<file path="config.mk">
export PLATFORM = sky130hd
export DESIGN_NAME = dmem_arbiter
export DESIGN_NICKNAME = d
export VERILOG_FILES = /design/src/rtl/dmem_arbiter.sv
export SDC_FILE = /design/constraint.sdc
export NUM_CORES = 1
export LEC_CHECK = 0
export ABC_AREA = 0
export BUFFER_PORTS_ARGS = -buffer_cell sky130_fd_sc_hd__buf_2
export CORE_UTILIZATION = 33
export DETAILED_ROUTE_END_ITERATION = 6
export PLACE_DENSITY_LB_ADDON = 0.25
export SYNTH_ARGS = -nofsm -noshare
export SYNTH_HDL_FRONTEND = slang
export SYNTH_SLANG_ARGS = --single-unit
</file>
<file path="constraint.sdc">
create_clock -name clk -period 2.1 [get_ports clk]
set_input_delay 0.21 -clock clk [delete_from_list [all_inputs] [get_ports clk]]
set_output_delay 0.21 -clock clk [all_outputs]
set_load 0.01 [all_outputs]
</file>
<file path="src/rtl/dmem_arbiter.sv">
// Data memory port arbiter: the core has fixed priority, and a starvation counter guarantees the external port a slot.
// Define DMEM_ARB_RR_EN to replace the fixed priority with round-robin arbitration (the starvation counter is dropped).
module dmem_arbiter #(
    parameter int ADDR_W   = 12,
    parameter int DATA_W   = 32,
    parameter int MAX_WAIT = 4,
    parameter int CNT_W    = 3
) (
    input  logic              clk,
    input  logic              reset,
    input  logic              core_rd,
    input  logic              core_wr,
    input  logic [ADDR_W-1:0] core_addr,
    input  logic [DATA_W-1:0] core_wdata,
    output logic [DATA_W-1:0] core_rdata,
    output logic              core_rvalid,
    output logic              core_stall,
    input  logic              ext_req,
    input  logic              ext_we,
    input  logic [ADDR_W-1:0] ext_addr,
    input  logic [DATA_W-1:0] ext_wdata,
    output logic [DATA_W-1:0] ext_rdata,
    output logic              ext_ack,
    output logic              mem_rd,
    output logic              mem_wr,
    output logic [ADDR_W-1:0] mem_addr,
    output logic [DATA_W-1:0] mem_wdata,
    input  logic [DATA_W-1:0] mem_rdata
);

    typedef enum logic [1:0] {
        IDLE    = 2'd0,
        CORE_RD = 2'd1,
        EXT_RD  = 2'd2
    } state_t;

    state_t            state_q, state_d;
    logic [DATA_W-1:0] core_rdata_q, ext_rdata_q;
    logic              core_req;
    logic              grant_core;
    logic              grant_ext;

    assign core_req = core_rd | core_wr;

`ifdef DMEM_ARB_RR_EN
    logic last_grant_q, last_grant_d;

    // last_grant_q=1 means the external port won last, so the core gets priority.
    always_comb begin
        grant_core = 1'b0;
        grant_ext  = 1'b0;
        if (!reset && state_q == IDLE) begin
            grant_core = core_req && (!ext_req || last_grant_q);
            grant_ext  = ext_req && !grant_core;
        end
        last_grant_d = last_grant_q;
        if (grant_core) begin
            last_grant_d = 1'b0;
        end else if (grant_ext) begin
            last_grant_d = 1'b1;
        end
    end

    always_ff @(posedge clk or posedge reset) begin
        if (reset) begin
            last_grant_q <= 1'b0;
        end else begin
            last_grant_q <= last_grant_d;
        end
    end
`else
    logic [CNT_W-1:0] starve_cnt_q, starve_cnt_d;
    logic             starve_override;

    assign starve_override = ext_req && (starve_cnt_q >= CNT_W'(MAX_WAIT));

    // The counter only measures waiting: the ack cycle of an external read is service, not denial.
    always_comb begin
        grant_core = 1'b0;
        grant_ext  = 1'b0;
        if (!reset && state_q == IDLE) begin
            grant_core = core_req && !starve_override;
            grant_ext  = ext_req && !grant_core;
        end
        starve_cnt_d = starve_cnt_q;
        if (!ext_req || grant_ext || state_q == EXT_RD) begin
            starve_cnt_d = '0;
        end else if (starve_cnt_q < CNT_W'(MAX_WAIT)) begin
            starve_cnt_d = starve_cnt_q + 1'b1;
        end
    end

    always_ff @(posedge clk or posedge reset) begin
        if (reset) begin
            starve_cnt_q <= '0;
        end else begin
            starve_cnt_q <= starve_cnt_d;
        end
    end
`endif

    // Outputs stay at zero while reset is held, whatever the requesters are driving.
    always_comb begin
        state_d     = state_q;
        mem_rd      = 1'b0;
        mem_wr      = 1'b0;
        mem_addr    = '0;
        mem_wdata   = '0;
        core_rvalid = 1'b0;
        core_stall  = 1'b0;
        ext_ack     = 1'b0;
        if (!reset) begin
            case (state_q)
                IDLE: begin
                    core_stall = core_req;
                    if (grant_core) begin
                        mem_addr = core_addr;
                        if (core_wr) begin
                            mem_wr     = 1'b1;
                            mem_wdata  = core_wdata;
                            core_stall = 1'b0;
                        end else begin
                            mem_rd  = 1'b1;
                            state_d = CORE_RD;
                        end
                    end else if (grant_ext) begin
                        mem_addr = ext_addr;
                        if (ext_we) begin
                            mem_wr    = 1'b1;
                            mem_wdata = ext_wdata;
                            ext_ack   = 1'b1;
                        end else begin
                            mem_rd  = 1'b1;
                            state_d = EXT_RD;
                        end
                    end
                end
                CORE_RD: begin
                    core_rvalid = 1'b1;
                    state_d     = IDLE;
                end
                EXT_RD: begin
                    ext_ack    = 1'b1;
                    core_stall = core_req;
                    state_d    = IDLE;
                end
                default: state_d = IDLE;
            endcase
        end
    end

    assign core_rdata = core_rvalid ? mem_rdata : core_rdata_q;
    assign ext_rdata  = (state_q == EXT_RD && !reset) ? mem_rdata : ext_rdata_q;

    // The read data registers keep the last delivered word visible between reads.
    always_ff @(posedge clk or posedge reset) begin
        if (reset) begin
            state_q      <= IDLE;
            core_rdata_q <= '0;
            ext_rdata_q  <= '0;
        end else begin
            state_q <= state_d;
            if (core_rvalid) begin
                core_rdata_q <= mem_rdata;
            end
            if (state_q == EXT_RD) begin
                ext_rdata_q <= mem_rdata;
            end
        end
    end

endmodule
</file>
Yosys cells after proc, flatten, opt, wreduce, memory -nomap -nowiden:

Index checks and enable logic that the tools add are counted.

* add/subtract/negate cells: 1
* $lt $le $gt $ge: 2
* eq/ne operators: 5
* muxes and demuxes: 42
* bitwise logic cells: 2
* reductions and logical operators: 14

Operator list (number)
* 2-to-1 mux 32 bit: 8
* 2-to-1 mux 12 bit: 4
* 2-to-1 mux 1 bit: 21
* 2-to-1 mux 2 bit: 5
* inequality test 3 bit, second input constant: 3
* 2-to-1 mux 3 bit: 2
* logical AND 1 bit: 5
* logical NOT 1 bit: 4
* case mux 1 bit (2 select lines): 2
* AND reduction 4 bit: 1
* adder 3 x 1 -> 3 bit, second input constant: 1
* >= comparator 3 bit, second input constant: 1
* less-than comparator 3 bit, second input constant: 1
* == test 2 x 1 -> 1 bit, second input constant: 1
* == test 2 bit, second input constant: 1
* logical NOT 2 bit: 1
* logical OR 1 bit: 2
* nonzero test 2 bit: 1
* NOT 1 bit: 1
* OR 1 bit: 1

* flip-flop bits (word level): 69
* input port bits: 126
* logic and storage cells: 70

Depth between registers and ports, before layout:

* depth in word-level cells: 11
* depth in mapped cells: 6
* gate-level depth less buffers: 3

Worst setup path after synthesis:

No wires, ideal clock.

* kind: reg-to-output
* from: register state_q[0]
* to: output port ext_rdata[10]
* arrival time: 1383 ps
* path slack: 507 ps
* cell stages (with the launch flop): 6
* path buffers: 2
* cell sequence: dfrtp_1 -> nand2b_1 -> buf_4 -> nor2_8 -> buf_4 -> mux2_2

* longest elaborated chain between the ends: 3

Ends and longest elaborated chain
* from (decl): RTL line 37 `state_t state_q, state_d;`
* from (signal assigned): RTL line 162 `state_q <= state_d;`
* == test 2 bit: RTL line 153 `assign ext_rdata = (state_q == EXT_RD && !reset) ? mem_rdata : ext_rdata_q;`
* logical AND 1 bit: RTL line 153
* 2-to-1 mux 32 bit: RTL line 153
* to (decl): RTL line 22 `output logic [DATA_W-1:0] ext_rdata,`

No other way between the ends.

Final worst setup path:

* from: register state_q[0]
* to: output port mem_addr[1]

* longest elaborated chain between the ends: 7
* elaborated cells on any way between the ends: 8

Ends and longest elaborated chain
* logical NOT 2 bit (*): RTL line 81, 113
* logical AND 1 bit: RTL line 81 `if (!reset && state_q == IDLE) begin`
* 2-to-1 mux 1 bit: RTL line 81
* 2-to-1 mux 12 bit: RTL line 126 `end else if (grant_ext) begin`
* 2-to-1 mux 12 bit: RTL line 116 `if (grant_core) begin`
* 2-to-1 mux 12 bit (*): RTL line 113 `case (state_q)`
* 2-to-1 mux 12 bit (*): RTL line 112 `if (!reset) begin`
* to (decl): RTL line 26 `output logic [ADDR_W-1:0] mem_addr,`

Every way passes the cells marked *; elsewhere a longest branch is shown, timed or not.

==> results.toml <==
[setup_path]
critPathSlowestCell = "or3_1"
crit_arrival_ns = 1.93
max_stage_delay_ns = 0.55
crit_chain = "buf_4 > or3_1 > a21oi_1 > buf_2"
start_kind = "register"
cp.required_ns = 1.89
cp.buffers_inverters = 2
end_kind = "primary output"
ff2ff_setup_slack_ns = 0.53
crit_fanout = 14
path_class = "reg2out"
cp_top_family = "simple AND/OR/NAND/NOR gates"

[hold_path]
hp-class = "in2reg"

[sta]
final_hold_viol_count = 0
fin_ws_ns = -0.03663
fin_crit_sh_pct = 101.7
tns_ns = -0.03663
clock_skew_ns = 0.01369
period_minus_slack_ns = 2.137
max_slew.worst_pin.slew_ns = 0.5911
slew_headroom_pct = 60.36
setup_viol = 1
drv_slew = 0
fmax_mhz = 468.0
rsz0062_at_grt = "true"

[global_route]
antenna_found_initial = 1
grt_pass1_wl_mm = 16.72
grt_pass1_vias = 3285
grt_max_degree = 36
overflow = 0
grt_usage_pct = 18.74

[cells_and_area]
syn_to_final_growth_pct = 49.58
drive_gt1_share_pct = 58.32
mostFrequentLayoutCells = "buf_2, nand2_1, dfrtp_1"
final_util_pct = 50.76
fill_cells = 1012
layout_commonest_cell = "buf_2"
fin_nets = 729

[clock_tree]
ctsHoldBuffers = 0
clock-root-buffer = "clkbuf_8"
cts_htree_levels = 3
cts_buffers = 9
insertion_delay_ns = 0.33
cts_tree = "done"
cts_buffer_depth = 2
path_clk_slew_ns = 0.08
clock_sinks = 69

[synth]
yosysTopAreaCell = "dfrtp_1"
netlist_top_cells_area = "dfrtp_1, mux2_2, nand2_1"
yosysWarningCount = 0
yosysTopAreaCellShare_pct = 46.73
avgSynthCellArea_um2 = 10.32
synth_nets = 485
synth_cell_types = 32
synth_seq_cells = 69
yosysSeqAreaShare_pct = 46.73
syn_inst = 358
synth.cell_area_um2 = 3695

[drt]
drt-initial-drc-count = 144
wl_per_cell_um = 15.42
drcViolationCount = 0
wirelength_mm = 11.53
viasPerCell = 4.826
drtAntennaViolNets = 0
routed-via-count = 3610
firstDrtPassIters = 5

[pwr]
ir_worst_vdd_v = 0.0007286
powerDensity_nw_per_um2 = 1003
cellLeakagePower_nw = 2.897

[place]
pre_cts_ws_ns = 0.2624
routabilityCongestion = 0.8565
portBuffers = 238
dp_hpwl_mm = 8.024

[floorplan]
row_count = 38
die-area_um2 = 11620
start_util_pct = 33.93
fp.dieW_um = 107.8
io_pins = 239
core_area_um2 = 10890
die_y_um = 107.8

[outcome]
status = "complete, but fails checks"
violations = "negative setup slack"

[run]
cap_violations = 0
-- worst reg2reg max path, stage by stage (launching register included) --
cell      delay [ns]
dfrtp_2         0.48
buf_4           0.17
nand2b_4        0.09
buf_4           0.35
nand2_1         0.15
a211oi_1        0.23
-- metal layers --
layer	vias to the layer above	track usage (%)	part of all wire [%]
met2	166	33.88	51
met1	1709	21.90	40
li1	1727	-	-
met5	-	0	0
met4	0	5.577	1.7
met3	8	4.237	6.6
-- power by group --
part	internal [mW]	total, mW	switching (mW)	leakage (nW)
Sequential	1.87	2.09	0.223	0.824
Clock	0.680	1.20	0.525	0.107
Combinational	1.14	2.25	1.11	1.97
-- synth_stat cells (all sizes together) --
library cell / n
or2: 2
nor2b: 1
nor3: 1
and3: 1
mux2: 64
nand2: 111
ha: 1
dfrtp: 69
xor2: 1
or3: 1
a21oi: 13
nand2b: 2
o2bb2ai: 1
a2bb2oi: 1
nand3: 12
nand3b: 1
clkbuf: 9
o31ai: 1
nor3b: 1
mux2i: 1
inv: 1
nor4: 2
o2111a: 1
a22o: 33
a211oi: 3
nor2: 3
o21a: 1
buf: 20
-- path summary, 6_finish.rpt --
path / from / cells after the start / endpoint
min in group asynchronous: reset / 3 / core_rdata_q[0]
min reg2reg: ext_rdata_q[11] / 2 / ext_rdata_q[11]
min: mem_rdata[17] / 3 / ext_rdata_q[17]
max: state_q[0] / 4 / mem_addr[1]
max in group asynchronous: reset / 3 / core_rdata_q[6]
max reg2reg: state_q[1] / 5 / starve_cnt_q[1]
-- logic make-up after synthesis --
family          after synthesis  synth area share (%)
compound gates               54                 11.41
mux                          65                 19.78
fa+ha+maj                     1                0.3386
flops                        69                 46.73
buf+inv                      30                 5.350
xor+xnor                      1                0.2371
simple gates                138                 16.15
-- metrics by stage --
stage,power (mW),instances,area (um^2),hold slack (ns)
floorplan,3.410,358,3699,0.3095
global placement,4.255,718,4996,0.4248
detailed placement,4.312,718,4996,0.4300
CTS,5.590,738,5289,0.05576
global route,5.943,748,5527,0.06970
finish,5.543,748,5527,0.08269
-- registers in the layout, summed over array words and instances, names as in the netlist --
signal / flops
core_rdata_q: 32
ext_rdata_q: 32
starve_cnt_q: 3
state_q: 2
-- what timing repair did --
action                                  in CTS  in global routing
pin swaps                                    1                  5
buffers inserted                             3                  4
resized for setup                            7                 21
cloned                                       1                  5
endpoints found under the setup margin      98                111
-- area by class of cell --
cell class              instances  area [um^2]  area share (%)
multi-input cells             259         1812           32.78
flip-flops and latches         69         1730           31.31
repair buffers                262         1578           28.55
well taps                     140        175.2           3.170
clock buffers                  10        127.6           2.309
clock inverters                 6        93.84           1.698
inverters                       1        7.507          0.1358
diodes                          1        2.502         0.04528
(Power assumes the default switching activity.)
